File: src/rtl/pb_audio_player.sv
`timescale 1ns/1ps
`default_nettype none
// ============================================================================
//  Module   : pb_audio_player
//  Purpose  : PicoBlaze-fed sample FIFO with primed playback state machine,
//             sample-rate tick and glitch-free 8-bit PWM audio output.
//  Options  : define AUDIO_SAMPLE_SIGNED_EN to treat samples as two's
//             complement (bit 7 inverted when loaded into the duty register).
//  Revision : 1.0  initial release
// ============================================================================
module pb_audio_player #(
  parameter int FIFO_DEPTH  = 16,
  parameter int SAMPLE_DIV  = 12500,
  parameter int PRIME_LEVEL = FIFO_DEPTH / 2
) (
  input  logic       clk,
  input  logic       pb_reset,
  input  logic [7:0] sample_in,
  input  logic       write_sample,
  input  logic       play_en,
  input  logic       clear_flags,
  output logic       fifo_full,
  output logic [7:0] fifo_level,
  output logic       underrun,
  output logic       overflow,
  output logic       playing,
  output logic       audio_pwm
);

  localparam int AW = $clog2(FIFO_DEPTH);
  localparam int CW = AW + 1;
  localparam int TW = (SAMPLE_DIV > 1) ? $clog2(SAMPLE_DIV) : 1;
  localparam logic [TW-1:0] TICK_LAST   = TW'(SAMPLE_DIV - 1);
  localparam logic [CW-1:0] FULL_COUNT  = CW'(FIFO_DEPTH);
  localparam logic [CW-1:0] PRIME_COUNT = CW'(PRIME_LEVEL);
  localparam logic [7:0]    MIDSCALE    = 8'h80;

  typedef enum logic [1:0] {
    IDLE  = 2'd0,
    PRIME = 2'd1,
    PLAY  = 2'd2
  } state_t;

  state_t        state;
  logic [7:0]    mem [FIFO_DEPTH];
  logic [AW-1:0] wr_ptr;
  logic [AW-1:0] rd_ptr;
  logic [CW-1:0] count;
  logic [TW-1:0] tick_cnt;
  logic [7:0]    duty;
  logic [7:0]    duty_active;
  logic [7:0]    pwm_cnt;
  logic [7:0]    head;
  logic [7:0]    duty_load;
  logic          fifo_empty;
  logic          tick;
  logic          push;
  logic          pop;
  logic          drop;
  logic          underrun_set;

  assign fifo_empty   = (count == '0);
  assign fifo_full    = (count == FULL_COUNT);
  assign fifo_level   = 8'(count);
  assign tick         = (state == PLAY) && (tick_cnt == TICK_LAST);
  // A tick with play_en low is ignored: the FSM heads to IDLE and keeps the data.
  assign pop          = tick && play_en && !fifo_empty;
  assign underrun_set = tick && play_en && fifo_empty;
  // A pop in the same cycle does not make room for a write that found the FIFO full.
  assign push         = write_sample && !fifo_full;
  assign drop         = write_sample && fifo_full;
  assign head         = mem[rd_ptr];

`ifdef AUDIO_SAMPLE_SIGNED_EN
  assign duty_load = {~head[7], head[6:0]};
`else
  assign duty_load = head;
`endif

  // Sample storage; contents are not reset, the pointers define validity.
  always_ff @(posedge clk) begin
    if (push && !pb_reset) begin
      mem[wr_ptr] <= sample_in;
    end
  end

  // FIFO pointers, occupancy and sticky overflow flag (set beats clear).
  always_ff @(posedge clk or posedge pb_reset) begin
    if (pb_reset) begin
      wr_ptr   <= '0;
      rd_ptr   <= '0;
      count    <= '0;
      overflow <= 1'b0;
    end else begin
      if (push) wr_ptr <= wr_ptr + AW'(1);
      if (pop)  rd_ptr <= rd_ptr + AW'(1);
      if (push && !pop)      count <= count + CW'(1);
      else if (pop && !push) count <= count - CW'(1);
      if (drop)             overflow <= 1'b1;
      else if (clear_flags) overflow <= 1'b0;
    end
  end

  // Playback FSM with sample-tick counter, duty register and underrun flag.
  always_ff @(posedge clk or posedge pb_reset) begin
    if (pb_reset) begin
      state    <= IDLE;
      playing  <= 1'b0;
      underrun <= 1'b0;
      tick_cnt <= '0;
      duty     <= MIDSCALE;
    end else begin
      // Counter only runs in PLAY, so it is already zero on every entry.
      tick_cnt <= (state == PLAY && !tick) ? tick_cnt + TW'(1) : '0;
      if (underrun_set)     underrun <= 1'b1;
      else if (clear_flags) underrun <= 1'b0;
      if (!play_en) begin
        state   <= IDLE;
        playing <= 1'b0;
        duty    <= MIDSCALE;
      end else begin
        case (state)
          IDLE: begin
            state <= PRIME;
          end
          PRIME: begin
            if (count >= PRIME_COUNT) begin
              state   <= PLAY;
              playing <= 1'b1;
            end
          end
          PLAY: begin
            if (underrun_set) begin
              state   <= PRIME;
              playing <= 1'b0;
            end else if (pop) begin
              duty <= duty_load;
            end
          end
          default: begin
            state   <= IDLE;
            playing <= 1'b0;
          end
        endcase
      end
    end
  end

  // Free-running PWM; duty is only adopted at the period boundary.
  always_ff @(posedge clk or posedge pb_reset) begin
    if (pb_reset) begin
      pwm_cnt     <= 8'd0;
      duty_active <= MIDSCALE;
      audio_pwm   <= 1'b0;
    end else begin
      pwm_cnt <= pwm_cnt + 8'd1;
      if (pwm_cnt == 8'hFF) duty_active <= duty;
      audio_pwm <= (pwm_cnt < duty_active);
    end
  end

endmodule
`default_nettype wire
File: config.mk
export PLATFORM = sky130hd
export DESIGN_NAME = pb_audio_player
export DESIGN_NICKNAME = d
export VERILOG_FILES = /design/src/rtl/pb_audio_player.sv
export SDC_FILE = /design/constraint.sdc
export NUM_CORES = 1
export LEC_CHECK = 0
export BUFFER_PORTS_ARGS = -buffer_cell sky130_fd_sc_hd__clkbuf_2
export CORE_UTILIZATION = 30
export DETAILED_ROUTE_END_ITERATION = 12
export GPL_TIMING_DRIVEN = 0
export PLACE_DENSITY = 0.44
export SLEW_MARGIN = 0
export SYNTH_ARGS = -nofsm -noshare
export SYNTH_HDL_FRONTEND = slang
export SYNTH_SLANG_ARGS = --single-unit
File: constraint.sdc
create_clock -name clk -period 2.72 [get_ports clk]
set_clock_uncertainty 0.2 [all_clocks]
set_input_delay 0.408 -clock clk [delete_from_list [all_inputs] [get_ports clk]]
set_output_delay 0.408 -clock clk [all_outputs]
set_load 0.02 [all_outputs]
After elaboration in Yosys (flattened, before gate mapping). Memory sizes are Yosys's and may differ from the RTL's. Index checks and enable logic that the tools add are counted.

Register bits: 57. Latch bits: 0. Bits in writable memories: 128. Bits in read-only memories: 0. Bits of input ports: 13. Output and inout bits: 13. Logic and storage cells: 76. Memories kept: 1.

Memories: mem (depth 16, bits a word 8, rd ports 1, clocked after Yosys merged registers in 0, wr ports 1, RTL line 45) `logic [7:0] mem [FIFO_DEPTH];`.

$add $sub $neg: 6. Multipliers: 0. Div/mod/pow operators: 0. Magnitude comparators: 2. Equal/unequal tests: 11. Shift operators: 0. Multiplexer cells: 20. Bitwise operators: 0. Reductions and logical operators: 24.

Operator list (number): $mux W8 (4); $add A14 B1 Y14 const B (1); $eq A14 B14 Y1 const B (1); $mux W14 (1); $logic_and A1 B1 Y1 (10); $mux W5 (2); $add A4 B1 Y4 const B (2); $add A8 B1 Y8 const B (1); $eq A8 B8 Y1 const B (1); $lt A8 B8 Y1 (1); $mux W1 (8); $logic_not A1 Y1 (6); $mux W2 (3); $ne A3 B3 Y1 const B (2); $pmux W2 S3 (1); $reduce_and A3 Y1 (2); $reduce_bool A2 Y1 (3); $add A5 B1 Y5 const B (1); $eq A5 B5 Y1 const B (1); $ge A5 B4 Y1 const B (1); $logic_not A5 Y1 (1); $sub A5 B1 Y5 const B (1); $ne A2 B1 Y1 const B (2); $ne A2 B2 Y1 const B (2); 5 further kinds (5).

Depth between registers and ports, before layout.
Depth in word-level cells: 8. Depth in mapped cells: 12. Depth with buffers taken out: 12.

Worst setup path after synthesis. OpenSTA, ideal clock, no wires.

Path type: register to register. From: register tick_cnt[0]. To: register count[4]. Setup time: 0.080 ns. Data arrival time: 2.738 ns. Required time: 2.440 ns. Setup slack: -0.298 ns. Stages on the path, launching flop included: 13. Path buffers: 0. Period minus slack after synthesis: 3.018 ns. Cell sequence: dfrtp_1 ha_1 nor4b_4 nand4_4 nor3_4 inv_1 ha_1 inv_1 ha_1 a21o_1 a21oi_1 mux2i_1 xnor2_1.

Longest elaborated chain between the ends: 7. Elaborated cells on any way between the ends: 9. Classes of those cells: eq/ne (1); mux (1); reduce/logical (7).

RTL lines: start: declaration (RTL line 49) `logic [TW-1:0] tick_cnt;`; start signal: assignment (RTL line 114) `tick_cnt <= (state == PLAY && !tick) ? tick_cnt + TW'(1) : '0;`; $eq A14 B14 Y1 * (RTL line 65) `assign tick = (state == PLAY) && (tick_cnt == TICK_LAST);`; $logic_and A1 B1 Y1 * (RTL line 65); $logic_and A1 B1 Y1 * (2 in a row) (RTL line 67) `assign pop = tick && play_en && !fifo_empty;`; $logic_not A1 Y1 (RTL line 97) `if (push && !pop) count <= count + CW'(1);`; $logic_and A1 B1 Y1 (RTL line 97); $mux W5 / $reduce_bool A2 Y1 (equally long branches); end signal: assignment (RTL line 97); end signal: assignment (RTL line 98) `else if (pop && !push) count <= count - CW'(1);`; end: declaration (RTL line 48) `logic [CW-1:0] count;`.

Every way passes the cells marked *; elsewhere a longest branch is shown, timed or not. A chain may end at the register's enable or synchronous reset.

Final worst setup path.
From: register count[0]. To: register count[4].

Longest elaborated chain between the ends: 6. Elaborated cells on any way between the ends: 15. Classes of those cells: add/sub (2); eq/ne (1); mux (2); reduce/logical (10).

RTL lines: $eq A5 B5 Y1 * (RTL line 63) `assign fifo_full = (count == FULL_COUNT);`; $logic_not A1 Y1 * (RTL line 70) `assign push = write_sample && !fifo_full;`; $logic_and A1 B1 Y1 * (RTL line 70); net push (RTL line 57) `logic push;`; $logic_not A1 Y1 (RTL line 98); $logic_and A1 B1 Y1 (RTL line 98); $reduce_bool A2 Y1 (no source line).

Mark *: on every way through the listed nets, which the timed path passes. The rest lies on a longest branch. The select of a mux whose other input is x is not followed.

==> Implementation_results.wiki <==
{| class="wikitable"
! Metric !! Value
|-
| Relative area change from synthesis to final layout || 17.0%
|-
| Routed wire per std cell || 18.3 µm
|-
| Post-detailed-placement cell area || 8390 µm²
|-
| Post-synthesis simple-gate area fraction || 7.25%
|-
| Antenna violations before repair || 0
|-
| Remaining routing DRC violations || 0
|-
| Yosys warning total || 0
|-
| Starting density of the core || 30.7%
|-
| Post-Synth Adder-Cell Area || 3.15%
|-
| Most common cell in the netlist || edfxtp_1
|-
| Number of inserted diodes || 0
|-
| I/O pin total || 26
|-
| H-tree lvl count || 4
|-
| Final count of negative-setup-slack endpoints || 1
|-
| Max-Cap Viols || 0
|-
| Clock Latency Late Sink || 0.43 ns
|-
| Number of different library cells in the post-synthesis netlist || 46
|-
| Number of cell instances on the worst register-to-register path || 9
|-
| Max Transition Viols Final || 0
|-
| Worst IR drop on VDD || 328 µV
|-
| Critical Path Fanout Max || 6
|-
| Post-route setup slack || -0.0974 ns
|-
| Cell area after synthesis || 7790 µm²
|-
| Port Buf Inserts || 22
|-
| Total power of the final layout || 6.74 mW
|-
| Mean instance size in the synthesized netlist || 16.3 µm²
|-
| Minimum period implied by the final worst setup slack || 2.82 ns
|-
| Ranking of synthesized cells by area || edfxtp_1, dfrtp_1, mux4_2, ha_1, mux2i_1
|-
| Wire length of the first global-routing pass || 24900 µm
|-
| Top FF cell, synth || edfxtp_1
|-
| Row Count || 58
|-
| Placeable core region || 25300 µm²
|-
| Fraction of synthesized cell area in xor and xnor cells || 3.15%
|-
| Hold-critical path depth || 3
|-
| Compound-Gate Fraction of Synth Area || 3.44%
|-
| Worst slew slack as a fraction of its limit || 44.6%
|-
| Dominant combinational cell family by area after synthesis || multiplexers
|-
| Weighted congestion reported at the end of routability-driven placement || 0.742
|-
| CTS Root Buffer Type || clkbuf_16
|-
| Sinks on the clock net || 185
|-
| Most area-hungry cell type in the Yosys netlist || edfxtp_1
|-
| Period Utilization, post-route || 104%
|-
| Wire length after detailed routing || 16000 µm
|-
| Number of global-route vias before repair || 4198
|-
| Final non-filler cell area || 9110 µm²
|-
| Total die area || 26600 µm²
|-
| Post-synth top cells || edfxtp_1, dfrtp_1, mux4_2
|-
| Combined global-route utilization of all metal layers || 12.9%
|-
| Fill cells || 2394
|-
| Unrepaired setup endpoints after global routing || yes
|-
| Failing checks || setup timing
|-
| Data arrival at the endpoint of the critical path || 2.97 ns
|-
| Die outline height || 163 µm
|-
| Post-DP HPWL || 10700 µm
|-
| Number of enable flip-flop cells after synthesis || 128
|-
| Total via count in the routed design || 4025
|-
| Sequential area share after synthesis || 67.7%
|-
| Largest net degree at the start of global routing || 41
|-
| Number of instances in the synthesized netlist || 477
|-
| Static leakage power || 3.22 nW
|-
| Average vias per placed instance || 4.63
|-
| Die W || 163 µm
|-
| Clock Path Buffers || 2
|-
| Total global routing overflow || 0
|-
| Critical Path RT || 2.87 ns
|-
| Startpoint Class || flop
|-
| Worst Max-Slew Pin Slew || 0.828 ns
|-
| Endpoint type of the worst setup path || flop
|-
| Portion of synthesized cell area occupied by the leading cell type || 49.4%
|-
| Fmax || 355 MHz
|-
| Number of DRC markers after the initial detailed-route iteration || 208
|-
| Fraction of final layout cells sized beyond drive strength 1 || 25.6%
|-
| Final Net Count || 559
|-
| Clock slew seen by the registers of the worst setup and hold paths || 0.07 ns
|-
| Power density normalized to cell area || 741 nW/µm²
|-
| Hold Violations, Final || 0
|-
| Antenna-violating nets left || 0
|-
| CTS tree || yes
|-
| Proportion of register bits with asynchronous set or reset after synthesis || 30.8%
|-
| FF+latch count, synth || 185
|-
| First-pass iteration count of the detailed router || 5
|-
| Mux cell area share after synthesis || 12.8%
|-
| Kind of critical path || reg -> reg
|-
| Worst min-delay path class || in -> reg
|-
| Number of CTS-inserted buffers || 17
|-
| Run status || complete, but fails checks
|}
path summary, 6_finish.rpt:
kind | start | to | slack, ns
min | write_sample | overflow | 0.05
max in group asynchronous | pb_reset | duty[7] | 1.34
min reg2reg | duty[7] | duty[7] | 0.28
min in group asynchronous | pb_reset | wr_ptr[2] | 0.36
max | count[0] | count[4] | -0.1
max reg2reg | count[0] | count[4] | -0.1
metal layers:
| metal | share of wire (%) | vias up | wire, µm | GRT usage [%] |
|---|---|---|---|---|
| met5 | 0 | - | 0 | 0 |
| met1 | 48 | 2077 | 7650 | 17.3 |
| met2 | 49 | 48 | 7770 | 20.7 |
| met4 | 0.82 | 0 | 131 | 3.57 |
| li1 | - | 1893 | - | - |
| met3 | 2.6 | 7 | 414 | 3.02 |
cell families (layout without fill, tap and decap cells):
group / after synthesis / count (layout)
AOI/OAI and AO/OA: 39 / 39
xor gates and xnor gates: 28 / 28
adders and majority gates: 19 / 19
buffers and inverters: 43 / 104
DFF: 185 / 185
muxes: 58 / 58
other: 1 / 3
and+or+nand+nor: 104 / 104
through the flow:
step / util (%) / setup slack, ns / TNS [ns] / instances / hold WS [ns]
global placement: 33.0 / -0.452 / -22.42 / 831 / 0.269
finish: 36.0 / -0.0974 / -0.0974 / 870 / 0.0461
detailed placement: 33.1 / -0.469 / -17.46 / 832 / 0.248
global route: 36.0 / -0.232 / -0.232 / 870 / 0.0582
floorplan: - / -0.0341 / -0.0574 / 479 / 0.235
CTS: 35.7 / -0.115 / -4.58 / 868 / 0.0139
cells in the final DEF, fill, tap and decap left out, types with 4 or more instances in the layout:
master,n
clkbuf_2,22
inv_8,7
xor2_1,17
buf_4,7
nand4_1,6
edfxtp_1,128
nor2_1,21
nor2_2,8
clkbuf_1,8
o21ai_0,14
a22o_1,7
mux4_2,33
nand2b_1,4
buf_2,8
nand2_1,23
a21o_1,4
nor3_4,6
clkbuf_16,17
ha_1,15
inv_1,18
mux2i_1,22
nor2b_1,5
nand3_1,10
dfrtp_1,53
xnor2_1,11
and2_1,5
worst max-delay path, stage by stage, from the launching register on:
cell	delay [ns]
dfrtp_1	0.52
nor3_4	0.10
a21oi_1	0.53
ha_4	0.26
inv_6	0.05
fa_1	0.39
a21o_1	0.21
a21oi_2	0.13
mux2i_1	0.23
xnor2_1	0.13
area by class of cell:
class / instances / area, µm² / area share, %
sequential: 185 / 5280 / 57.9
multi-input combinational: 251 / 2470 / 27.1
clock buffer: 18 / 429 / 4.71
tap: 330 / 413 / 4.53
timing repair buffer: 29 / 180 / 1.98
clock inverter: 14 / 143 / 1.57
buffer: 22 / 111 / 1.22
inverter: 21 / 83.8 / 0.920
report_power, final:
| group | total, mW | switching (mW) | leakage [nW] | internal [mW] |
|---|---|---|---|---|
| registers | 3.36 | 0.144 | 1.90 | 3.22 |
| logic | 0.975 | 0.632 | 1.04 | 0.343 |
| clock network | 2.41 | 1.18 | 0.281 | 1.23 |
| total | 6.74 | 1.95 | 3.22 | 4.79 |
state kept, by name (all words and copies together), names as in the netlist:
| register | count |
|---|---|
| overflow | 1 |
| duty_active | 8 |
| count | 5 |
| state | 2 |
| playing | 1 |
| audio_pwm | 1 |
| mem | 128 |
| underrun | 1 |
| wr_ptr | 4 |
| pwm_cnt | 8 |
| rd_ptr | 4 |
| duty | 8 |
| tick_cnt | 14 |
timing repair:
| action | 4_1_cts | 5_1_grt |
|---|---|---|
| resized for setup | 13 | 13 |
| pin swaps | 2 | 2 |
| hold buffers | 2 | 0 |
| setup endpoints to repair | 116 | 67 |
| setup buffers | 2 | 2 |
| hold endpoints to repair | 19 | 0 |
(Power assumes the default switching activity.)
